===== src/rtl/rv32i_bus_responder.sv =====
`default_nettype none
// ============================================================================
//  Module      : rv32i_bus_responder
//  Description : Bridges RV32I load/store requests (byte/half/word, any
//                XLEN >= 32) onto a 16-bit synchronous memory port. Word
//                accesses take two halfword beats. Byte/half loads are
//                sign- or zero-extended. Illegal requests complete at once
//                with an error flag and no memory traffic.
//  Revision    : 1.0  initial release
// ============================================================================
module rv32i_bus_responder #(
  parameter int XLEN          = 32,
  parameter int MEM_ADDR_BITS = 16
) (
  input  logic                     clk_i,
  input  logic                     reset_ni,
  // core-side request
  input  logic [XLEN-1:0]          req_addr_i,
  input  logic                     req_read_i,
  input  logic                     req_write_i,
  input  logic [2:0]               req_size_i,
  input  logic [XLEN-1:0]          req_wdata_i,
  output logic                     req_ready_o,
  // core-side response
  output logic                     resp_valid_o,
  output logic [XLEN-1:0]          resp_rdata_o,
  output logic                     resp_err_o,
  // 16-bit synchronous memory port
  output logic [MEM_ADDR_BITS-1:0] mem_addr_o,
  output logic                     mem_rd_o,
  output logic                     mem_wr_o,
  output logic [15:0]              mem_wdata_o,
  output logic [1:0]               mem_wmask_o,
  input  logic [15:0]              mem_rdata_i
);

  // Access size encodings carried in funct3[1:0].
  localparam logic [1:0] SZ_BYTE = 2'b00;
  localparam logic [1:0] SZ_HALF = 2'b01;
  localparam logic [1:0] SZ_WORD = 2'b10;

  typedef enum logic [2:0] {
    IDLE    = 3'd0,
    RD_LO   = 3'd1,
    RD_HI   = 3'd2,
    RD_WAIT = 3'd3,
    WR_LO   = 3'd4,
    WR_HI   = 3'd5,
    RESP    = 3'd6
  } state_t;

  state_t state;
  state_t state_nxt;

  // Request fields captured at acceptance. Only the byte offset and the
  // halfword address bits are kept; higher address bits never reach memory.
  logic [MEM_ADDR_BITS:0]   lat_addr;
  logic [2:0]               lat_size;
  logic [31:0]              lat_wdata;
  logic                     lat_write;
  logic                     lat_err;

  // Halfwords returned by the memory for the current load.
  logic [15:0]              rd_lo;
  logic [15:0]              rd_hi;

  logic                     req_any;
  logic                     req_err;
  logic                     accept;
  logic                     is_word;
  logic                     capture_lo;
  logic                     capture_hi;
  logic [MEM_ADDR_BITS-1:0] base_addr;
  logic [MEM_ADDR_BITS-1:0] next_addr;
  logic [7:0]               load_byte;
  logic [XLEN-1:0]          load_result;

  // Address bits above the memory window are deliberately discarded.
  logic                     unused_addr_bits;
  assign unused_addr_bits = ^req_addr_i[XLEN-1:MEM_ADDR_BITS+1];

  assign req_any   = req_read_i | req_write_i;
  assign accept    = (state == IDLE) && req_any;
  assign is_word   = (lat_size[1:0] == SZ_WORD);
  assign base_addr = lat_addr[MEM_ADDR_BITS:1];
  // Second beat of a word access wraps naturally at the window top.
  assign next_addr = base_addr + MEM_ADDR_BITS'(1);

  // The low half arrives the cycle after the first strobe: in RD_HI for a
  // word, in RD_WAIT otherwise. The high half always arrives in RD_WAIT.
  assign capture_lo = (state == RD_HI) || ((state == RD_WAIT) && !is_word);
  assign capture_hi = (state == RD_WAIT) && is_word;

  // Decode illegal request combinations presented in IDLE.
  always_comb begin
    req_err = 1'b0;
    if (req_read_i && req_write_i) begin
      req_err = 1'b1;
    end
    if (req_size_i[1:0] == 2'b11) begin
      req_err = 1'b1;
    end
    if ((req_size_i[1:0] == SZ_WORD) && req_size_i[2]) begin
      req_err = 1'b1;
    end
    if (req_write_i && req_size_i[2]) begin
      req_err = 1'b1;
    end
    if ((req_size_i[1:0] == SZ_HALF) && req_addr_i[0]) begin
      req_err = 1'b1;
    end
    if ((req_size_i[1:0] == SZ_WORD) && (req_addr_i[1:0] != 2'b00)) begin
      req_err = 1'b1;
    end
  end

  // State register; reset abandons any access in flight.
  always_ff @(posedge clk_i or negedge reset_ni) begin
    if (!reset_ni) begin
      state <= IDLE;
    end else begin
      state <= state_nxt;
    end
  end

  // Next-state sequencing for the read, write and error paths.
  always_comb begin
    state_nxt = state;
    case (state)
      IDLE: begin
        if (req_any) begin
          if (req_err) begin
            state_nxt = RESP;
          end else if (req_read_i) begin
            state_nxt = RD_LO;
          end else begin
            state_nxt = WR_LO;
          end
        end
      end
      RD_LO:   state_nxt = is_word ? RD_HI : RD_WAIT;
      RD_HI:   state_nxt = RD_WAIT;
      RD_WAIT: state_nxt = RESP;
      WR_LO:   state_nxt = is_word ? WR_HI : RESP;
      WR_HI:   state_nxt = RESP;
      RESP:    state_nxt = IDLE;
      default: state_nxt = IDLE;
    endcase
  end

  // Request capture on acceptance and read-data capture per beat.
  always_ff @(posedge clk_i or negedge reset_ni) begin
    if (!reset_ni) begin
      lat_addr  <= '0;
      lat_size  <= '0;
      lat_wdata <= '0;
      lat_write <= 1'b0;
      lat_err   <= 1'b0;
      rd_lo     <= '0;
      rd_hi     <= '0;
    end else begin
      if (accept) begin
        lat_addr  <= req_addr_i[MEM_ADDR_BITS:0];
        lat_size  <= req_size_i;
        lat_wdata <= req_wdata_i[31:0];
        lat_write <= req_write_i;
        lat_err   <= req_err;
      end
      if (capture_lo) begin
        rd_lo <= mem_rdata_i;
      end
      if (capture_hi) begin
        rd_hi <= mem_rdata_i;
      end
    end
  end

  // Load alignment and extension from the captured halfwords.
  always_comb begin
    load_byte   = lat_addr[0] ? rd_lo[15:8] : rd_lo[7:0];
    load_result = '0;
    case (lat_size[1:0])
      SZ_BYTE: begin
        if (lat_size[2]) begin
          load_result = XLEN'(load_byte);
        end else begin
          load_result = XLEN'($signed(load_byte));
        end
      end
      SZ_HALF: begin
        if (lat_size[2]) begin
          load_result = XLEN'(rd_lo);
        end else begin
          load_result = XLEN'($signed(rd_lo));
        end
      end
      SZ_WORD: load_result = XLEN'($signed({rd_hi, rd_lo}));
      default: load_result = '0;
    endcase
  end

  // Moore outputs: memory strobes per beat and the one-cycle response.
  always_comb begin
    req_ready_o  = (state == IDLE);
    resp_valid_o = 1'b0;
    resp_err_o   = 1'b0;
    resp_rdata_o = '0;
    mem_addr_o   = '0;
    mem_rd_o     = 1'b0;
    mem_wr_o     = 1'b0;
    mem_wdata_o  = '0;
    mem_wmask_o  = 2'b00;
    case (state)
      RD_LO: begin
        mem_rd_o   = 1'b1;
        mem_addr_o = base_addr;
      end
      RD_HI: begin
        mem_rd_o   = 1'b1;
        mem_addr_o = next_addr;
      end
      WR_LO: begin
        mem_wr_o   = 1'b1;
        mem_addr_o = base_addr;
        if (lat_size[1:0] == SZ_BYTE) begin
          // Byte is replicated on both lanes; the mask picks the lane.
          mem_wdata_o = {lat_wdata[7:0], lat_wdata[7:0]};
          mem_wmask_o = lat_addr[0] ? 2'b10 : 2'b01;
        end else begin
          mem_wdata_o = lat_wdata[15:0];
          mem_wmask_o = 2'b11;
        end
      end
      WR_HI: begin
        mem_wr_o    = 1'b1;
        mem_addr_o  = next_addr;
        mem_wdata_o = lat_wdata[31:16];
        mem_wmask_o = 2'b11;
      end
      RESP: begin
        resp_valid_o = 1'b1;
        resp_err_o   = lat_err;
        if (!lat_err && !lat_write) begin
          resp_rdata_o = load_result;
        end
      end
      default: begin
      end
    endcase
  end

endmodule
`default_nettype wire


===== config.mk =====
export PLATFORM = sky130hd
export DESIGN_NAME = rv32i_bus_responder
export DESIGN_NICKNAME = d
export VERILOG_FILES = /design/src/rtl/rv32i_bus_responder.sv
export SDC_FILE = /design/constraint.sdc
export NUM_CORES = 1
export LEC_CHECK = 0
export ABC_AREA = 1
export CAP_MARGIN = 15
export CORE_ASPECT_RATIO = 1.4
export CORE_UTILIZATION = 50
export CTS_BUF_LIST = sky130_fd_sc_hd__clkbuf_8 sky130_fd_sc_hd__clkbuf_16
export CTS_CLUSTER_DIAMETER = 50
export DETAILED_ROUTE_END_ITERATION = 10
export PLACE_DENSITY_LB_ADDON = 0.08
export SYNTH_ARGS = -nofsm -noshare
export SYNTH_HDL_FRONTEND = slang
export SYNTH_SLANG_ARGS = --single-unit

===== constraint.sdc =====
create_clock -name clk_i -period 3.8 [get_ports clk_i]
set_input_delay 0.57 -clock clk_i [delete_from_list [all_inputs] [get_ports clk_i]]
set_output_delay 0.57 -clock clk_i [all_outputs]
set_load 0.005 [all_outputs]

==> out/metrics.csv <==
stage;metric;value;unit
run_status;outcome;finished, violations left;
run_status;violations;DRC;
sta;setup_slack;0.556;ns
critical_path;worst-path-buf-inv;1;
synth;synth.area.top_cells;dfrtp_1 (47%), nand2_1 (19%), o21ai_0 (7.0%), nand3_1 (4.6%), inv_1 (3.7%);
sta;setup_tns;0;ns
sta;layout_min_cycle_time;3.24;ns
global_routing;met1_usage;31.2;%
power_and_ir_drop;ir_drop;0.356;mV
run;maxCapViolCount;0;
synth;ys_seq_area_share;47.1;%
sta;finalSetupViolations;0;
routing;wl_per_cell;15.1;um
routing;drtIter0Drc;313;
global_routing;use_met2;50.7;%
sta;max_freq;0.308;GHz
placed_design;hpwl;9590;um
die;pin_count;158;
critical_path;critPathMaxFanout;23;
placed_design;dp.cells;875;
die;dieWidth;84.2;um
global_routing;grt_use_met3;5.89;%
die;fp.coreArea;9080;sq um
clock_tree;cts_setup_buffers;0;
clock_tree;numClockSinks;89;
global_routing;grt_pass1_wl;21500;um
sta;slew_viol_final;0;
sta;slew_headroom;34.5;%
finish;syn_to_final_growth;36.7;%
routing;drc;16;
critical_path;critPathKind;reg2out;
sta;post-route-period-util;85.4;%
sta;worstMarginPinSlew;0.979;ns
global_routing;grt_pass1_vias;4662;
finish;instances_no_fill;890;
global_routing;grt_use_total;28.1;%
finish;drive_above_1_share;4.85;%
critical_path;worstPathArrival;2.67;ns
power_and_ir_drop;p_leak;2.96;nW
die;start_util;52.1;%
critical_path;crit_chain;nand2_1, nand2_2, o21ai_0, a21oi_1, clkdlybuf4s50_1;
global_routing;grt_max_degree;70;
routing;vias_per_cell;5.40;
die;dieArea;9850;sq um
sta;hold_viol;0;
clock_tree;cts_buffers;9;
power_and_ir_drop;power_density;738;nW/um^2
finish;layout_commonest_cell;nand2_1;
critical_path;slowest_stage;dfrtp_1;
routing;drt_pass1_iterations;8;
synth;synth_nets;740;
clock_tree;path_clk_slew;0.06;ns
synth;synth_cells;652;
critical_path;critical_path.max_stage_delay;0.85;ns
synth;synth_top_area_share;47.1;%
synth;syn_area_per_cell;7.25;sq um
sta;rsz0062_at_grt;false;
placed_design;numPortBuffers;142;
clock_tree;htreeDepth;3;
synth;syn-cell-area;4730;sq um
synth;yosys.area.top_type;dfrtp_1;
global_routing;grt_overflow;0;
clock_tree;cts_resized;0;
routing;wirelength;13400;um
clock_tree;root_buffer;clkbuf_16;
critical_path;critPathRequiredTime;3.23;ns
routing;antenna_left;0;
critical_path;cp-start-kind;flop;
critical_path;crit_family;flip-flops;
finish;final_core_util;71.2;%
synth;ys_ff_latch;89;
placed_design;gp_routability_congestion;0.939;
die;die_y;117;um
placed_design;dp_worst_setup_slack;0.940;ns
synth;synth_cell_types;29;
clock_tree;cts_tree;yes;
routing;vias;4805;
global_routing;grt_busiest_layer;met2;
die;rows;41;
sta;skew;0.00617;ns
clock_tree;postCtsHoldBufs;0;
clock_tree;clk_path_buf_depth;2;
global_routing;antenna_found_initial;0;
clock_tree;clk_latency;0.34;ns
finish;nets;868;
finish;final_cell_mix;nand2_1 (243), clkdlybuf4s50_1 (141), dfrtp_1 (89);
hold_path;hp-class;in2async;
critical_path;crit_path_end_kind;output pin;
finish;n_antenna_cell;0;
synth;yosys_warnings;0;
-- worst reg2reg max path, cell delays in order, from the launching register on --
cell	delay (ns)
dfrtp_1	0.67
nor3_1	0.37
nand2_1	0.62
o21ai_0	0.41
-- registers in the layout (all words and copies together) (netlist names) --
name,count
lat_wdata,32
lat_addr,17
rd_hi,16
rd_lo,16
lat_size,3
state,3
lat_err,1
lat_write,1
-- synth_stat cells (all sizes together) --
cell,instances
nand2,246
dfrtp,89
o21ai,85
inv,53
nand3,43
nor2,32
a21oi,30
buf,20
a31oi,16
clkbuf,13
nand4,7
o21bai,4
o211ai,3
clkinv,2
or2,2
a21boi,1
a22o,1
and2,1
ha,1
nor3,1
o21a,1
o22ai,1
-- final timing paths --
kind	startpoint	to	slack [ns]	cells past startpoint
max reg2reg	state[2]$_DFFE_PN0P_	rd_hi[12]$_DFFE_PN0P_	1.63	3
min reg2reg	lat_wdata[10]$_DFFE_PN0P_	lat_wdata[10]$_DFFE_PN0P_	0.48	2
max in group asynchronous	reset_ni	rd_hi[14]$_DFFE_PN0P_	2.62	2
min	reset_ni	lat_wdata[29]$_DFFE_PN0P_	0.33	1
max	state[2]$_DFFE_PN0P_	mem_addr_o[7]	0.56	5
min in group clk_i	lat_wdata[10]$_DFFE_PN0P_	lat_wdata[10]$_DFFE_PN0P_	0.48	2
-- power breakdown --
group          switching [mW]  total [mW]  internal, mW  leakage (nW)
combinational            1.20        2.09         0.893          1.73
clock                   0.363       0.866         0.503         0.142
sequential              0.398        1.82          1.42          1.09
-- cells by family (layout without fill, tap and decap cells) --
logic type	Yosys count	after routing	synth area share (%)
AOI/OAI and AO/OA	142	142	16.0
adders and majority gates	1	1	0.265
buffers and inverters	88	219	7.99
and+or+nand+nor	332	332	28.6
DFF	89	89	47.1
-- area by class of cell --
type	instances	area (sq um)
clock buffer	9	225
clock inverter	5	57.6
fill	739	2620
inverter	55	206
multi-input combinational	475	2130
sequential	89	2230
tap	107	134
timing repair buffer	150	1490
-- stage by stage --
step / instance area [sq um] / hold WS, ns / total power [mW]
2_1_floorplan: 4730 / 0.274 / 3.02
3_3_place_gp: 6160 / 0.456 / 3.81
3_5_place_dp: 6160 / 0.460 / 3.88
4_1_cts: 6450 / 0.372 / 4.77
5_1_grt: 6460 / 0.403 / 5.14
6_report: 6460 / 0.334 / 4.77
-- layer usage --
metal  wire [um]  vias to the layer above
li1            -                     2373
met1        5210                     2211
met2        6920                      178
met3         782                       43
met4         534                        0
met5           0                        -
Note: power is estimated with default switching activity, not from simulation.
